===== src/rtl/lfsr_misr_bist.sv =====
// lfsr_misr_bist: Galois LFSR pattern generator driving a CUT, MISR compacting its responses
// into a signature that is compared against a golden value.
module lfsr_misr_bist #(
    parameter int                TPG_W        = 4,
    parameter int                MISR_W       = 4,
    parameter logic [TPG_W-1:0]  TPG_POLY     = 4'b1100,
    parameter logic [MISR_W-1:0] MISR_POLY    = 4'b1100,
    parameter logic [TPG_W-1:0]  SEED         = 1,
    parameter int                NUM_PATTERNS = 15,
    parameter int                LATENCY      = 0,
    parameter logic [MISR_W-1:0] GOLDEN       = '0
) (
    input  logic                                i_clk,
    input  logic                                i_rst_n,
    input  logic                                i_start,
    input  logic                                i_abort,
    output logic [TPG_W-1:0]                    o_tpg_out,
    input  logic [MISR_W-1:0]                   i_cut_resp,
    output logic                                o_busy,
    output logic                                o_done,
    output logic                                o_pass,
    output logic [MISR_W-1:0]                   o_signature,
    output logic [$clog2(NUM_PATTERNS+1)-1:0]   o_pat_cnt
);
    localparam int CW = $clog2(NUM_PATTERNS + 1);
    // An all-zero seed would lock the LFSR, so it is replaced by 1.
    localparam logic [TPG_W-1:0] SEED_E = (SEED == '0) ? TPG_W'(1) : SEED;

    typedef enum logic [1:0] {IDLE, RUN, FLUSH, DONE_ST} state_t;

    state_t              r_state;
    state_t              w_state_nxt;
    logic [TPG_W-1:0]    r_lfsr;
    logic [MISR_W-1:0]   r_misr;
    logic [CW-1:0]       r_pat_cnt;
    logic [1:0]          r_fl_cnt;
    logic                r_pass;
    logic                w_load;
    logic                w_last;
    logic                w_fl_last;
    logic                w_valid;
    logic                w_step_m;
    logic [TPG_W-1:0]    w_lfsr_nxt;
    logic [MISR_W-1:0]   w_misr_nxt;
    logic [MISR_W-1:0]   w_misr_d;

    assign w_load     = (r_state == IDLE || r_state == DONE_ST) && i_start && !i_abort;
    assign w_last     = int'(r_pat_cnt) == NUM_PATTERNS - 1;
    assign w_fl_last  = int'(r_fl_cnt) == LATENCY - 1;
    // Responses become valid LATENCY cycles after the first pattern.
    assign w_valid    = int'(r_pat_cnt) >= LATENCY;
    assign w_step_m   = (r_state == RUN && w_valid) || r_state == FLUSH;
    assign w_lfsr_nxt = (r_lfsr >> 1) ^ (r_lfsr[0] ? TPG_POLY : '0);
    assign w_misr_nxt = ((r_misr >> 1) ^ (r_misr[0] ? MISR_POLY : '0)) ^ i_cut_resp;
    assign w_misr_d   = w_step_m ? w_misr_nxt : r_misr;

    always_ff @(posedge i_clk or negedge i_rst_n) begin
        if (!i_rst_n)
            r_state <= IDLE;
        else
            r_state <= w_state_nxt;
    end

    always_comb begin
        w_state_nxt = r_state;
        case (r_state)
            IDLE, DONE_ST: w_state_nxt = w_load ? RUN : r_state;
            RUN:           w_state_nxt = i_abort ? IDLE : w_last ? ((LATENCY > 0) ? FLUSH : DONE_ST) : RUN;
            FLUSH:         w_state_nxt = i_abort ? IDLE : w_fl_last ? DONE_ST : FLUSH;
            default:       w_state_nxt = IDLE;
        endcase
    end

    always_comb begin
        o_busy = (r_state == RUN) || (r_state == FLUSH);
        o_done = (r_state == DONE_ST);
    end

    // Abort freezes the datapath so the partial signature and count stay visible.
    always_ff @(posedge i_clk or negedge i_rst_n) begin
        if (!i_rst_n) begin
            r_lfsr    <= SEED_E;
            r_misr    <= '0;
            r_pat_cnt <= '0;
            r_fl_cnt  <= '0;
            r_pass    <= 1'b0;
        end else if (w_load) begin
            r_lfsr    <= SEED_E;
            r_misr    <= '0;
            r_pat_cnt <= '0;
            r_fl_cnt  <= '0;
            r_pass    <= 1'b0;
        end else if (!i_abort) begin
            if (r_state == RUN) begin
                r_lfsr    <= w_lfsr_nxt;
                r_pat_cnt <= r_pat_cnt + 1'b1;
            end
            if (r_state == FLUSH)
                r_fl_cnt <= r_fl_cnt + 2'd1;
            r_misr <= w_misr_d;
            if (w_state_nxt == DONE_ST && r_state != DONE_ST)
                r_pass <= (w_misr_d == GOLDEN);
        end
    end

    assign o_tpg_out   = r_lfsr;
    assign o_signature = r_misr;
    assign o_pat_cnt   = r_pat_cnt;
    assign o_pass      = r_pass;
endmodule


===== config.mk =====
export PLATFORM = sky130hd
export DESIGN_NAME = lfsr_misr_bist
export DESIGN_NICKNAME = d
export VERILOG_FILES = /design/src/rtl/lfsr_misr_bist.sv
export SDC_FILE = /design/constraint.sdc
export NUM_CORES = 1
export LEC_CHECK = 0
export BUFFER_PORTS_ARGS = -buffer_cell sky130_fd_sc_hd__clkbuf_2
export CELL_PAD_IN_SITES_DETAIL_PLACEMENT = 0
export CELL_PAD_IN_SITES_GLOBAL_PLACEMENT = 2
export CORE_MARGIN = 2
export CORE_UTILIZATION = 30
export DETAILED_ROUTE_END_ITERATION = 6
export GPL_ROUTABILITY_DRIVEN = 0
export PLACE_DENSITY = 0.81
export SKIP_LAST_GASP = 1
export SLEW_MARGIN = 40
export SYNTH_ARGS = -nofsm -noshare
export SYNTH_HDL_FRONTEND = slang
export SYNTH_SLANG_ARGS = --single-unit

===== constraint.sdc =====
create_clock -name i_clk -period 2 [get_ports i_clk]
set_clock_uncertainty 0.05 [all_clocks]
set_input_delay 0.2 -clock i_clk [delete_from_list [all_inputs] [get_ports i_clk]]
set_output_delay 0.2 -clock i_clk [all_outputs]
set_load 0.05 [all_outputs]

# After elaboration in Yosys (flattened, before gate mapping)
# Index checks and enable logic that the tools add are counted.
# totals
output_inout_bits	15
input_bits	8
reg_bits	15
wordCells	48
# classes
muxes	19
addsub	1
n_eq_ne	7
n_reduce_logical	13
n_bitwise	3
# op_table
operator	count
4-bit 2-to-1 mux	11
2-bit 2-to-1 mux	4
3-bit by 4-bit bitwise XOR with 4-bit output	2
2-bit equality test (second input constant)	3
2-bit one-hot mux with 3 select lines	1
4-bit by 1-bit adder with 4-bit output (second input constant)	1
4-bit by 2-bit equality test with 1-bit output (second input constant)	1
4-bit zero test	1
2-bit AND reduction	2
2-bit nonzero test	2
4-bit bitwise XOR	1
1-bit logical AND	3
1-bit 2-to-1 mux	3
2-bit by 1-bit equality test with 1-bit output (second input constant)	1
2-bit zero test	1
1-bit logical OR	2
2-bit by 1-bit != test with 1-bit output (second input constant)	1
2-bit != test (second input constant)	1
2-bit OR reduction	1
1-bit zero test	1

# Logic depth before layout (Yosys ltp)
# depth
ltp_word	11
mapped_depth	7

# Worst setup path before layout
# OpenSTA, ideal clock, no wires.
# synth_timing
kind	register to register
from	register r_state[0]
to	register r_misr[2], in the netlist o_signature[2]
slack_ns	0.124
t_arrival_ns	1.705
synth_period_minus_slack_ns	1.876
setup_ns	0.121
path_stages_with_launch	7
t_required_ns	1.829
path_cell_list	dfrtp_1 -> inv_1 -> ha_1 -> clkbuf_1 -> inv_1 -> o21bai_1 -> a22o_2
# synth_between
elab_chain_len	5
word_cells_on_any_way	12
# synth_rtl
element	line	text
from (decl)	31	state_t r_state;
from (signal assigned)	61	r_state <= w_state_nxt;
2-bit by 1-bit equality test with 1-bit output or 2-bit equality test (tied branches)	--	
1-bit logical OR (*)	--	
named net o_busy	19	output logic o_busy,
4-bit 2-to-1 mux (*)	55	assign w_misr_d = w_step_m ? w_misr_nxt : r_misr;
4-bit 2-to-1 mux (*)	93	end else if (!i_abort) begin
4-bit 2-to-1 mux (*)	87	end else if (w_load) begin
to (signal assigned)	100	r_misr <= w_misr_d;
to (decl)	34	logic [MISR_W-1:0] r_misr;
# The timed path passes the listed nets; every way through them passes the cells marked *. The select of a mux whose other input is x is not followed.
# A chain may end at the register's enable or synchronous reset.

# Final worst setup path
# layout_timing
from	register r_state[0]
to	output port o_busy
# layout_between
elab_chain_len	2
word_cells_on_any_way	3
# layout_rtl
element	line	text
2-bit by 1-bit equality test with 1-bit output or 2-bit equality test (tied branches)	75	o_busy = (r_state == RUN) || (r_state == FLUSH);
1-bit logical OR (*)	75	
to (decl)	19	
# Every way passes the cells marked *; elsewhere a longest branch is shown, timed or not.

==> results by group <==
Run status
  • Status: complete, no violations

Timing
  • Fmax: around 0.55 GHz
  • Worst slew pin tran: around 380 ps
  • Tcrit/Tclk final: about nine tenths
  • Minimum clock period: 1833 ps
  • Setup-failing EPs final: 0
  • Setup TNS: 0 ps
  • Final hold vios: 0
  • RSZ-0062 raised after global routing: false
  • Slew headroom: 74.36%
  • Max-slew violations: 0

Clock network
  • Clk_lat worst skew: 290 ps
  • Post-CTS Setup Bufs: 0
  • Clk sinks: 15
  • H-tree depth: 1
  • CTS root buf: clkbuf_4
  • CTS buffer count: 3
  • TritonCTS clock tree: done
  • Deepest clock path buffer count: 2
  • Worst-path clk slew: 110 ps

Floorplanning
  • Die Y-Extent: 56.78 um
  • Row count: 19
  • Die Wd: 56.78 um
  • Core area: 2710 um^2
  • Io pins: 23
  • Starting Density: 30.84%
  • Full die area: 3224 um^2

Synth
  • Post-synth EDFFs: 0
  • Seq cells post-synth: 15
  • Mapped Cells: 86
  • Yosys cell types: 28
  • Register area share after synthesis: 45.06%
  • Ys Warns: 0
  • Post-synth top flop: dfrtp_1
  • Post-Syn Area per Cell: 9.719 um^2
  • Mapped Area: around 840 um^2
  • Synthesized net count: 99
  • Asr flop ratio synth: 100.0%

Layout
  • Nets@finish: 125
  • Layout fillers: 285
  • N_diodes: 0
  • Layout cells sized above 1: between 20% and 30%
  • Layout overhead on the synthesized area: 22.60%

Place
  • DP Wirelength: roughly 1400 um
  • Port buffer count: 22

Pwr
  • Leakage: 0.5309 nW
  • Power Density: 1659 nW/um^2
  • Pwr Total: between 1.5 and 2 mW
  • Maximum vdd drop: about 0.89 mV

Route
  • Number of remaining DRC errors: 0
  • Via count: 701
  • DRT iter0 DRCs: 22
  • Antenna viol nets, final: 0
  • Drt first pass iters: 4
  • Vias per cell: 4.937
  • Final WL: 1760 um
  • Wirelength per Cell: 12.39 um

GRT
  • Global-route wire length before repair: 3098 um
  • Antenna violations before repair: 0
  • Vias in the first global route: 675
  • Pin count of the biggest net entering global routing: 16
  • Total grt overflow: 0
  • GRT Overall Usage: 12.27%

Worst setup path
  • Crit path largest cell delay: 400 ps
  • Cell depth of the worst flop-to-flop path: 5
  • CP most frequent cell: inv_1
  • Critical Path Sink Type: output port
  • Worst Setup Start Kind: flop
  • Data required, critical path: 1750 ps
  • Crit-path cells: inv_1 -> ha_1 -> inv_1 -> clkbuf_2
  • CP Max Fanout: 9
  • Critical setup path kind: flop to output port
  • Critical-path top delay cell: dfrtp_1
  • Worst Path Arrival: between 1500 and 2000 ps

Worst hold path
  • Min-Delay Path Depth: 3
  • Hold Path Class: primary input to flop

Flow run
  • Max Cap Viol: 0
routing by layer:
layer | track usage (%) | wire length, um | up-vias
met5 | 0 | 0 | -
met4 | 5.980 | 22 | 0
met3 | 2.995 | 115 | 2
met2 | 16.61 | 754 | 22
met1 | 17.97 | 868 | 324
li1 | - | - | 353
power breakdown:
part,total (mW),leakage (nW),switching (mW),internal (mW)
clock network,0.176,0.0177,0.102,0.0742
registers,0.558,0.192,0.136,0.422
logic,0.965,0.321,0.679,0.286
path summary, 6_finish.rpt:
check | slack (ps) | to | from
min in group asynchronous | 300 | o_pat_cnt[3]$_DFFE_PN0P_ | i_rst_n
worst min-delay path | 240 | o_pat_cnt[2]$_DFFE_PN0P_ | i_abort
worst min register to register | 470 | o_tpg_out[0]$_DFFE_PN1P_ | o_tpg_out[0]$_DFFE_PN1P_
max in group asynchronous | 1290 | o_tpg_out[0]$_DFFE_PN1P_ | i_rst_n
worst max-delay path | 170 | o_busy | r_state[0]$_DFF_PN0_
worst max register to register | 170 | o_pass$_DFFE_PN0P_ | r_state[0]$_DFF_PN0_
state kept, by name, summed over array words and instances, names as in the netlist:
name	flops
o_pass	1
o_pat_cnt	4
o_signature	4
o_tpg_out	4
r_state	2
worst max-delay path: cells and delay by family, from the launching register on:
kind       cells  cell delay [ps]
fa+ha+maj      1              390
flops          1              400
buf+inv        3              510
what timing repair did:
action                                  in CTS  in global routing
hold buffers                                 1                  0
gates resized for setup                      0                  1
endpoints found under the hold margin       14                  0
endpoints found under the setup margin       0                  1
per-stage QoR:
stage / setup WS, ps / hold slack, ps / instance area [um^2] / utilization (%) / std cells
global route: 56.12 / 244.4 / 1025 / 37.81 / 142
detailed placement: 170.5 / 97.06 / 980.9 / 36.20 / 137
CTS: 147.3 / 228.4 / 1018 / 37.58 / 142
finish: 166.7 / 235.8 / 1025 / 37.81 / 142
floorplan: 124.2 / -145.6 / 835.8 / - / 86
global placement: 242.2 / 91.22 / 980.9 / 36.20 / 137
cell usage in the layout, fill, tap and decap left out, types with 2 or more instances in the layout:
master | netlist | routed
o22ai_1 | 2 | 2
clkbuf_4 | 0 | 3
o21ai_0 | 6 | 6
inv_1 | 7 | 7
xor2_1 | 5 | 5
and2_1 | 2 | 2
a21oi_1 | 5 | 5
dfrtp_1 | 14 | 14
a22o_2 | 2 | 2
nor2_1 | 5 | 5
ha_1 | 5 | 5
a22o_1 | 3 | 3
nand2_1 | 8 | 8
o21bai_1 | 2 | 2
clkbuf_2 | 0 | 22
nand2b_1 | 3 | 3
cells by family (layout without fill, tap and decap cells):
| family | Yosys count | in the layout | synth area share, % |
|---|---|---|---|
| and+or+nand+nor | 25 | 25 | 14.97 |
| AOI/OAI and AO/OA | 24 | 24 | 20.51 |
| DFF | 15 | 15 | 45.06 |
| buffers and inverters | 10 | 35 | 4.491 |
| xor gates and xnor gates | 6 | 6 | 6.287 |
| adders and majority gates | 5 | 5 | 7.485 |
| muxes | 1 | 1 | 1.198 |
cell usage after synthesis (all sizes together), types with 3 or more instances:
master  number  share of area [%]
dfrtp       14                 42
nand2        8                3.6
inv          7                3.1
o21ai        6                3.6
a21oi        5                3.0
a22o         5                5.5
ha           5                7.5
nor2         5                2.2
xor2         5                5.2
clkbuf       3                1.3
nand2b       3                2.2
layout make-up:
cell class,instances,area (um^2),share of cell area (%)
clock buffers,3,22.52,2.198
clock inverters,1,5.005,0.4884
inverters,7,26.28,2.564
multi-input cells,61,427.9,41.76
flip-flops and latches,15,376.6,36.75
well taps,31,38.79,3.785
repair buffers,24,127.6,12.45
Power figures use the tool's default switching activity.
